--- src/rtl/shift_cmd_pipe.sv ---
// -----------------------------------------------------------------------------
// shift_cmd_pipe
//   Two-stage valid/ready wrapper around an external combinational barrel
//   shifter. Stage S1 holds the accepted command and drives the shifter
//   inputs. Stage S2 registers the shifter result for the consumer. The block
//   also keeps a 16-bit count of delivered results and a sticky overflow flag.
//
// Ports
//   clk_in         sole clock, rising edge
//   rst_in         synchronous active-high reset
//   cmd_valid_in   command offered
//   cmd_ready_out  command can be taken this cycle
//   x_in/s_in/op_in      command operand, shift amount, opcode
//   sh_x_out/sh_s_out/sh_op_out  registered shifter inputs (from S1)
//   sh_y_in/sh_zf_in/sh_vf_in    combinational shifter result
//   res_valid_out  result available
//   res_ready_in   consumer takes the result this cycle
//   y_out/zf_out/vf_out  registered result (from S2)
//   clr_in         synchronous clear of the statistics
//   op_count_out   number of results delivered, wraps at 16 bits
//   vf_sticky_out  set by any delivered result with overflow
// -----------------------------------------------------------------------------
module shift_cmd_pipe #(
  parameter int D_SIZE = 8
) (
  input  logic                       clk_in,
  input  logic                       rst_in,
  input  logic                       cmd_valid_in,
  output logic                       cmd_ready_out,
  input  logic [D_SIZE-1:0]          x_in,
  input  logic [$clog2(D_SIZE)-1:0]  s_in,
  input  logic [2:0]                 op_in,
  output logic [D_SIZE-1:0]          sh_x_out,
  output logic [$clog2(D_SIZE)-1:0]  sh_s_out,
  output logic [2:0]                 sh_op_out,
  input  logic [D_SIZE-1:0]          sh_y_in,
  input  logic                       sh_zf_in,
  input  logic                       sh_vf_in,
  output logic                       res_valid_out,
  input  logic                       res_ready_in,
  output logic [D_SIZE-1:0]          y_out,
  output logic                       zf_out,
  output logic                       vf_out,
  input  logic                       clr_in,
  output logic [15:0]                op_count_out,
  output logic                       vf_sticky_out
);

  localparam int S_W = $clog2(D_SIZE);

  // S1: accepted command
  logic              s1_v_q,  s1_v_d;
  logic [D_SIZE-1:0] s1_x_q,  s1_x_d;
  logic [S_W-1:0]    s1_s_q,  s1_s_d;
  logic [2:0]        s1_op_q, s1_op_d;

  // S2: registered shifter result
  logic              s2_v_q,  s2_v_d;
  logic [D_SIZE-1:0] s2_y_q,  s2_y_d;
  logic              s2_zf_q, s2_zf_d;
  logic              s2_vf_q, s2_vf_d;

  // Statistics
  logic [15:0]       cnt_q,    cnt_d;
  logic              sticky_q, sticky_d;

  logic s2_adv;
  logic accept;
  logic xfer;

  // S1 may move into S2 when S2 is empty or is being drained this cycle; a
  // new command fits whenever S1 is empty or S1 is moving on. This chains the
  // ready path combinationally so the pipe sustains one command per cycle.
  assign s2_adv        = s1_v_q & (~s2_v_q | res_ready_in);
  assign cmd_ready_out = ~s1_v_q | s2_adv;
  assign accept        = cmd_valid_in & cmd_ready_out;
  assign xfer          = s2_v_q & res_ready_in;

  // NOTE: every signal assigned here gets a default first, so no path through
  // the block leaves a value unassigned and no latch is inferred.
  always_comb begin
    s1_v_d   = s1_v_q;
    s1_x_d   = s1_x_q;
    s1_s_d   = s1_s_q;
    s1_op_d  = s1_op_q;
    s2_v_d   = s2_v_q;
    s2_y_d   = s2_y_q;
    s2_zf_d  = s2_zf_q;
    s2_vf_d  = s2_vf_q;
    cnt_d    = cnt_q;
    sticky_d = sticky_q;

    // S1 data only changes on accept, so the shifter inputs stay stable
    // while a stalled command waits.
    if (accept) begin
      s1_v_d  = 1'b1;
      s1_x_d  = x_in;
      s1_s_d  = s_in;
      s1_op_d = op_in;
    end else if (s2_adv) begin
      s1_v_d  = 1'b0;
    end

    if (s2_adv) begin
      s2_v_d  = 1'b1;
      s2_y_d  = sh_y_in;
      s2_zf_d = sh_zf_in;
      s2_vf_d = sh_vf_in;
    end else if (xfer) begin
      s2_v_d  = 1'b0;
    end

    // A transfer in the same cycle as a clear counts as the first event after
    // the clear, so it wins over the clear.
    if (xfer) begin
      cnt_d    = clr_in ? 16'd1 : cnt_q + 16'd1;
      sticky_d = clr_in ? s2_vf_q : (sticky_q | s2_vf_q);
    end else if (clr_in) begin
      cnt_d    = 16'd0;
      sticky_d = 1'b0;
    end
  end

  // NOTE: state registers use non-blocking assignments so every register
  // samples the pre-edge values, independent of statement order.
  always_ff @(posedge clk_in) begin
    if (rst_in) begin
      s1_v_q   <= 1'b0;
      s1_x_q   <= '0;
      s1_s_q   <= '0;
      s1_op_q  <= '0;
      s2_v_q   <= 1'b0;
      s2_y_q   <= '0;
      s2_zf_q  <= 1'b0;
      s2_vf_q  <= 1'b0;
      cnt_q    <= '0;
      sticky_q <= 1'b0;
    end else begin
      s1_v_q   <= s1_v_d;
      s1_x_q   <= s1_x_d;
      s1_s_q   <= s1_s_d;
      s1_op_q  <= s1_op_d;
      s2_v_q   <= s2_v_d;
      s2_y_q   <= s2_y_d;
      s2_zf_q  <= s2_zf_d;
      s2_vf_q  <= s2_vf_d;
      cnt_q    <= cnt_d;
      sticky_q <= sticky_d;
    end
  end

  assign sh_x_out      = s1_x_q;
  assign sh_s_out      = s1_s_q;
  assign sh_op_out     = s1_op_q;
  assign res_valid_out = s2_v_q;
  assign y_out         = s2_y_q;
  assign zf_out        = s2_zf_q;
  assign vf_out        = s2_vf_q;
  assign op_count_out  = cnt_q;
  assign vf_sticky_out = sticky_q;

endmodule

--- config.mk ---
export PLATFORM = sky130hd
export DESIGN_NAME = shift_cmd_pipe
export DESIGN_NICKNAME = d
export VERILOG_FILES = /design/src/rtl/shift_cmd_pipe.sv
export SDC_FILE = /design/constraint.sdc
export NUM_CORES = 1
export LEC_CHECK = 0
export CAP_MARGIN = 25
export CORE_AREA = 3 3 69 71
export CTS_CLUSTER_SIZE = 24
export DETAILED_ROUTE_END_ITERATION = 16
export DIE_AREA = 0 0 72 74
export HOLD_SLACK_MARGIN = 0.05
export PLACE_DENSITY_LB_ADDON = 0.12
export SLEW_MARGIN = 40
export SYNTH_ARGS = -nofsm -noshare
export SYNTH_HDL_FRONTEND = slang
export SYNTH_SLANG_ARGS = --single-unit
--- constraint.sdc ---
create_clock -name clk_in -period 2.3 [get_ports clk_in]
set_clock_uncertainty 0.1 [all_clocks]
set_input_delay 0.345 -clock clk_in [delete_from_list [all_inputs] [get_ports clk_in]]
set_output_delay 0.345 -clock clk_in [all_outputs]
set_load 0.01 [all_outputs]
==> reports/results.ini <==
[floorplanning]
dieArea_mm2=0.00533
start_util_pct=40.9
dieHeight_um=74
die_w_um=72
coreArea_mm2=0.00429
rows=24
io_pins=72

[worst_setup_path]
start_kind=register
max_stage_delay_ns=0.59
path_cells=nand3b_1, clkdlybuf4s50_1
worstSetupPathType=register to output port
path_buf_inv=1
arrival_ns=1.60
required_ns=1.86
path_delay_family=flip-flops
slowest_stage=dfxtp_1
crit_path_end_kind=output port
critPathMaxFanout=11

[pwr]
totalPowerFinal_uw=1430
power.internal_uw=1090
p_per_area_mw_per_mm2=548
power_frac_comb_pct=13.0
power_frac_seq_pct=55.0
p_clk_share_pct=32.1
leakagePower_uw=0.00104
irDropWorstVdd_uv=367
sw_frac_of_total_pct=23.5
power_switching_uw=336

[layout]
fillCellCount=387
fin_area_mm2=0.00261
final-instance-count-excl-fill=322
syn_to_final_growth_pct=48.2
final_cell_mix=71 x clkdlybuf4s50_1, 43 x dfxtp_1, 25 x nor2_1
final_nets=299
antenna_cells=0
final_common_cell=clkdlybuf4s50_1
drive_gt1_share_pct=7.04

[clock_network]
h-tree-depth=2
clock_latency_ns=0.29
clkTransAtPathRegs_ns=0.08
ctsResizeCount=0
cts_tree=built
cts_inserted_buffers=5
clkSinkCount=43
clk_path_buf_depth=2
ctsHoldBuffers=0
cts_setup_buffers=0
cts_root_buffer=clkbuf_8

[synth]
yosys.area_share.xor_xnor_pct=4.98
syn-num-nets=226
avgSynthCellArea_um2=8.97
synthArstFlopShare_pct=0
synth-simple-area-share_pct=25.7
synth_edf_count=0
synth_mux_area_share_pct=5.69
netlist_area_mm2=0.00176
synth-seq-area-share_pct=49.0
ys_seq_elements=43
syn_inst=196
synth_compound_area_share_pct=9.32
synth_fa_ha_area_share_pct=0.712
synth_top_family_by_area=simple AND/OR/NAND/NOR gates
yosysWarningCount=0
synth.distinct_cells=30
ys.flop_type=dfxtp_1

[detailed_routing]
drt_iter0_drc=75
post_drt_via_cell_ratio=4.96
drt_pass1_iterations=5
post-route-drc-count=0
wl_um=4140
wl_per_cell_um=12.8
final_antenna_net_count=0
num_vias=1597

[flow_run]
max-cap-violations=0

[global_route]
grt_pass1_vias=1504
antenna_found_initial=0
grt_pass1_wl_um=6980
track_usage_pct=16.6
overflow=0
grt_start_max_net_pins=29

[placed_design]
place_inst=314
gp_congestion=0.710
dpl.hpwl_um=2980
place_area_mm2=0.00252
preCtsSetupSlack_ns=0.121
io_buffer_count=71

[timing]
period_minus_slack_ns=2.05
setup-tns-final_ns=0
hold_viol=0
slew_viol_final=0
final.setup.worst_slack_ns=0.250
fmax_mhz=488
slew_headroom_pct=68.8
rsz0062_at_grt=no
finalSetupViolCount=0
tightest_slew_ns=0.467
finalCritPeriodShare_pct=89.1

[hold_path]
hold_class=register to register

[status]
status=complete, no violations

-- registers in the layout (all words and copies together) (netlist names) --
name	cells
op_count_out	16
res_valid_out	1
s1_v_q	1
sh_op_out	3
sh_s_out	3
sh_x_out	8
vf_out	1
vf_sticky_out	1
y_out	8
zf_out	1
-- worst min-delay path: cells and delay by family, from the launching register on --
family           cells  cell delay [ns]
AND/OR/NAND/NOR      1             0.05
flip-flops           1             0.31
AO/OA/AOI/OAI        1             0.05
-- cell usage after synthesis (2+ instances only) --
cell type  count  area [um2]
a21oi_1       20         100
a31oi_1        3        18.8
a41o_1         3        30.0
and3_1         2        12.5
buf_2          2        10.0
buf_6          2        22.5
clkbuf_1       8        30.0
dfxtp_1       43         861
inv_1          5        18.8
mux2i_1       10         100
nand2_1       24        90.1
nand2b_1       2        12.5
nand3_1       17        85.1
nand4_1        2        12.5
nand4_4        2        42.5
nor2_1        25        93.8
nor3_1         2        10.0
o21ai_0        3        15.0
or3_1          2        12.5
xnor2_1        6        52.6
xor2_1         4        35.0
-- cell families (layout without fill, tap and decap cells) --
group | after synthesis | count (layout)
simple gates | 86 | 86
compound gates | 29 | 29
fa+ha+maj | 1 | 1
mux | 10 | 10
buf+inv | 17 | 91
xor+xnor | 10 | 10
flops | 43 | 43
-- per-layer routing --
layer	up-vias	share of wire, %	global-route usage (%)
met5	-	0	0
met4	0	1.3	5.64
met3	7	7.2	6.89
met2	44	47	26.2
met1	736	45	20.8
li1	810	-	-
-- power groups by stage --
stage                     registers (uW)  clock network (uW)  logic (uW)
after detailed placement             802                   0         186
after global placement               802                   0         186
final                                785                 458         185
after global routing                 789                 502         201
after floorplan                      811                   0        68.0
after CTS                            785                 470         187
-- stage by stage --
step,hold slack (ns),util [%]
final,0.357,60.7
after global routing,0.374,60.7
after CTS,0.357,60.7
after detailed placement,0.347,58.8
after global placement,0.342,58.8
after floorplan,0.352,-
-- worst paths after layout --
path / startpoint / end / depth (start not counted) / slack (ns)
setup reg to reg: op_count_out[0] / op_count_out[14] / 5 / 0.49
setup / recovery: res_valid_out / cmd_ready_out / 2 / 0.25
hold reg to reg: sh_s_out[0] / sh_s_out[0] / 2 / 0.36
hold / removal: sh_s_out[0] / sh_s_out[0] / 2 / 0.36
-- layout make-up --
type | count | area, um2 | share of cell area [%]
Clock buffer | 7 | 76.3 | 2.93
Clock inverter | 1 | 5.00 | 0.192
Inverter | 5 | 18.8 | 0.720
Multi-Input combinational cell | 136 | 816 | 31.3
Sequential cell | 43 | 861 | 33.0
Tap cell | 52 | 65.1 | 2.50
Timing Repair Buffer | 78 | 763 | 29.3
(Power assumes the default switching activity.)
==> edit, RTL diff (config.mk and constraints unchanged) <==
The parameter `D_SIZE` goes from 8 to 4.
--- a/src/rtl/shift_cmd_pipe.sv
+++ b/src/rtl/shift_cmd_pipe.sv
@@ -21,7 +21,7 @@
 //   vf_sticky_out  set by any delivered result with overflow
 // -----------------------------------------------------------------------------
 module shift_cmd_pipe #(
-  parameter int D_SIZE = 8
+  parameter int D_SIZE = 4
 ) (
   input  logic                       clk_in,
   input  logic                       rst_in,
Ports: changed (6 resized); port bits go from 72 to 54. The function was not compared with the original's and may differ.
==> edit against the unedited design <==
Total power fell by 11%. Synthesized cell count fell by 19%. Wire length decreased by 22%. First-iteration DRC count fell by 28%. Critical path depth rose by 1. Largest power group unchanged. Worst setup slack lost 0.085 ns. Area after synthesis decreased by 20%. Sequential share of layout area shrank 0.49 points. Design area down 20%. Largest cell class unchanged. Sequential cell count down 9. Highest routed layer unchanged. Combinational power decreased by 34%. Core utilization is 12 points lower.
==> edit: results (changes against the unedited design) <==
[global_route]
grt_usage_pct = 13.4  ; -3.3 points
use_met3_pct = 5.41  ; -1.5 points
grt_start_max_net_pins = 20  ; -31%
grt.met2_usage_pct = 24.0  ; -2.2 points
use_met1_pct = 14.2  ; -6.6 points
grt_pass1_vias = 1275  ; -15%
grt_pass1_wl_microns = 5560  ; -20%

[worst_hold_path]
hold_path_depth = 2  ; unchanged
holdCritStartpoint = sh_s_out[0]

[clock_tree]
cts.clk_slew.worst_paths_ns = 0.06  ; -0.02 ns
cts-root-buf = clkbuf_8
cts_resized = 0  ; unchanged

[drt]
via_per_inst = 4.72  ; -4.8%
dr.pass1.iters = 4  ; -1
wl_met1_microns = 1330  ; -28%
wl_met3_microns = 229  ; -23%
wirelength_microns = 3240  ; -22%
dr_wl_met2_microns = 1630  ; -15%
drt_iter0_drc = 54  ; -28%

[critical_path]
r2r-end = op_count_out[15]
path_max_fanout = 5  ; -6
crit_path_start = res_ready_in
r2r_slack_ns = 0.59  ; +0.10 ns
reg2reg_depth = 4  ; -1
arrival_ns = 1.69  ; +0.09 ns
r2r_start = op_count_out[3]

[timing]
tightestPinTransition_ns = 0.371  ; -0.0967 ns
hold-worst-slack_ns = 0.353  ; -0.00455 ns

[synthesis]
synthTopCellsByArea = dfxtp_1 (48%), a21oi_1 (6.4%), nand2_1 (5.1%), nand3_1 (5.0%), mux2i_1 (4.3%)
syn_nets = 180  ; -20%
synth.top_cells.by_count = dfxtp_1 (34), nand2_1 (19), a21oi_1 (18), nor2_1 (16), nand3_1 (14)
synthCells = 159  ; -19%
dominantRegCellSynth = dfxtp_1
yosys.cell_types.count = 31  ; +3.3%
ys_seq_area_share_pct = 48.4  ; -0.61 points
synth_warnings = 0  ; unchanged

[placement]
gp_congestion = 0.717  ; +0.86%
hpwl_microns = 2470  ; -17%
placedCellCount = 259  ; -18%
io_buffer_count = 53  ; -25%
dpl_cell_area_sq_um = 1980  ; -21%

[final_layout]
drive_above_1_share_pct = 7.44  ; +0.40 points
layout.nets = 235  ; -21%
fin_cells = 267  ; -17%
fillerInstances = 419  ; +8.3%

[power_and_ir_drop]
cellLeakagePower_uw = 0.000764  ; -27%
p_sw_uw = 266  ; -21%
irDropWorstVdd_uv = 294  ; -20%

[run_status]
status = finished, final reports clean

## edit: changes by cell type in the layout (fill, tap and decap cells not counted), sizes merged, moves of 4 or more
| cell | delta |
|---|---|
| nand2 | -5 |
| nor2 | -9 |
| dfxtp | -9 |
| mux2i | -4 |
| clkdlybuf4s50 | -18 |
## edit: cell families after synthesis
family                     Yosys count  synth area share, %
and+or+nand+nor                     70                 26.1
xor gates and xnor gates             9                 5.60
muxes                                6                 4.27
AOI/OAI and AO/OA                   26                 9.96
adders and majority gates            1                0.889
DFF                                 34                 48.4
buffers and inverters               13                 4.80
## edit: layout make-up
type	count	area share (%)
clock buffers	7	3.65
clock inverters	1	1.44
inverters	3	0.539
multi-input cells	112	31.5
flip-flops and latches	34	32.6
well taps	52	3.11
repair buffers	58	27.2
## edit: how the worst max path moves through the flow
stage                             to  cells after the start
global placement       cmd_ready_out                      3
finish                 cmd_ready_out                      3
CTS                    cmd_ready_out                      3
detailed placement  op_count_out[14]                      6
floorplan           op_count_out[15]                      6
global route           cmd_ready_out                      3
## edit: metrics by stage
stage                     util (%)  setup slack [ns]
after floorplan                  -             0.584
after global placement        46.2             0.171
after detailed placement      46.2             0.124
after CTS                     48.7             0.157
after global routing          48.7             0.115
final                         48.7             0.165
## edit: worst max-delay path, cell delays in order
cell and delay [ns]:
clkdlybuf4s50_1 0.59, nand3b_1 0.19, clkdlybuf4s50_1 0.57
## edit: power groups by stage
stage | Sequential [uW] | Combinational (uW) | Clock, uW
2_1_floorplan | 635 | 46.3 | 0
4_1_cts | 617 | 125 | 547
5_1_grt | 620 | 135 | 572
6_report | 617 | 123 | 529
3_5_place_dp | 631 | 125 | 0
3_3_place_gp | 630 | 123 | 0
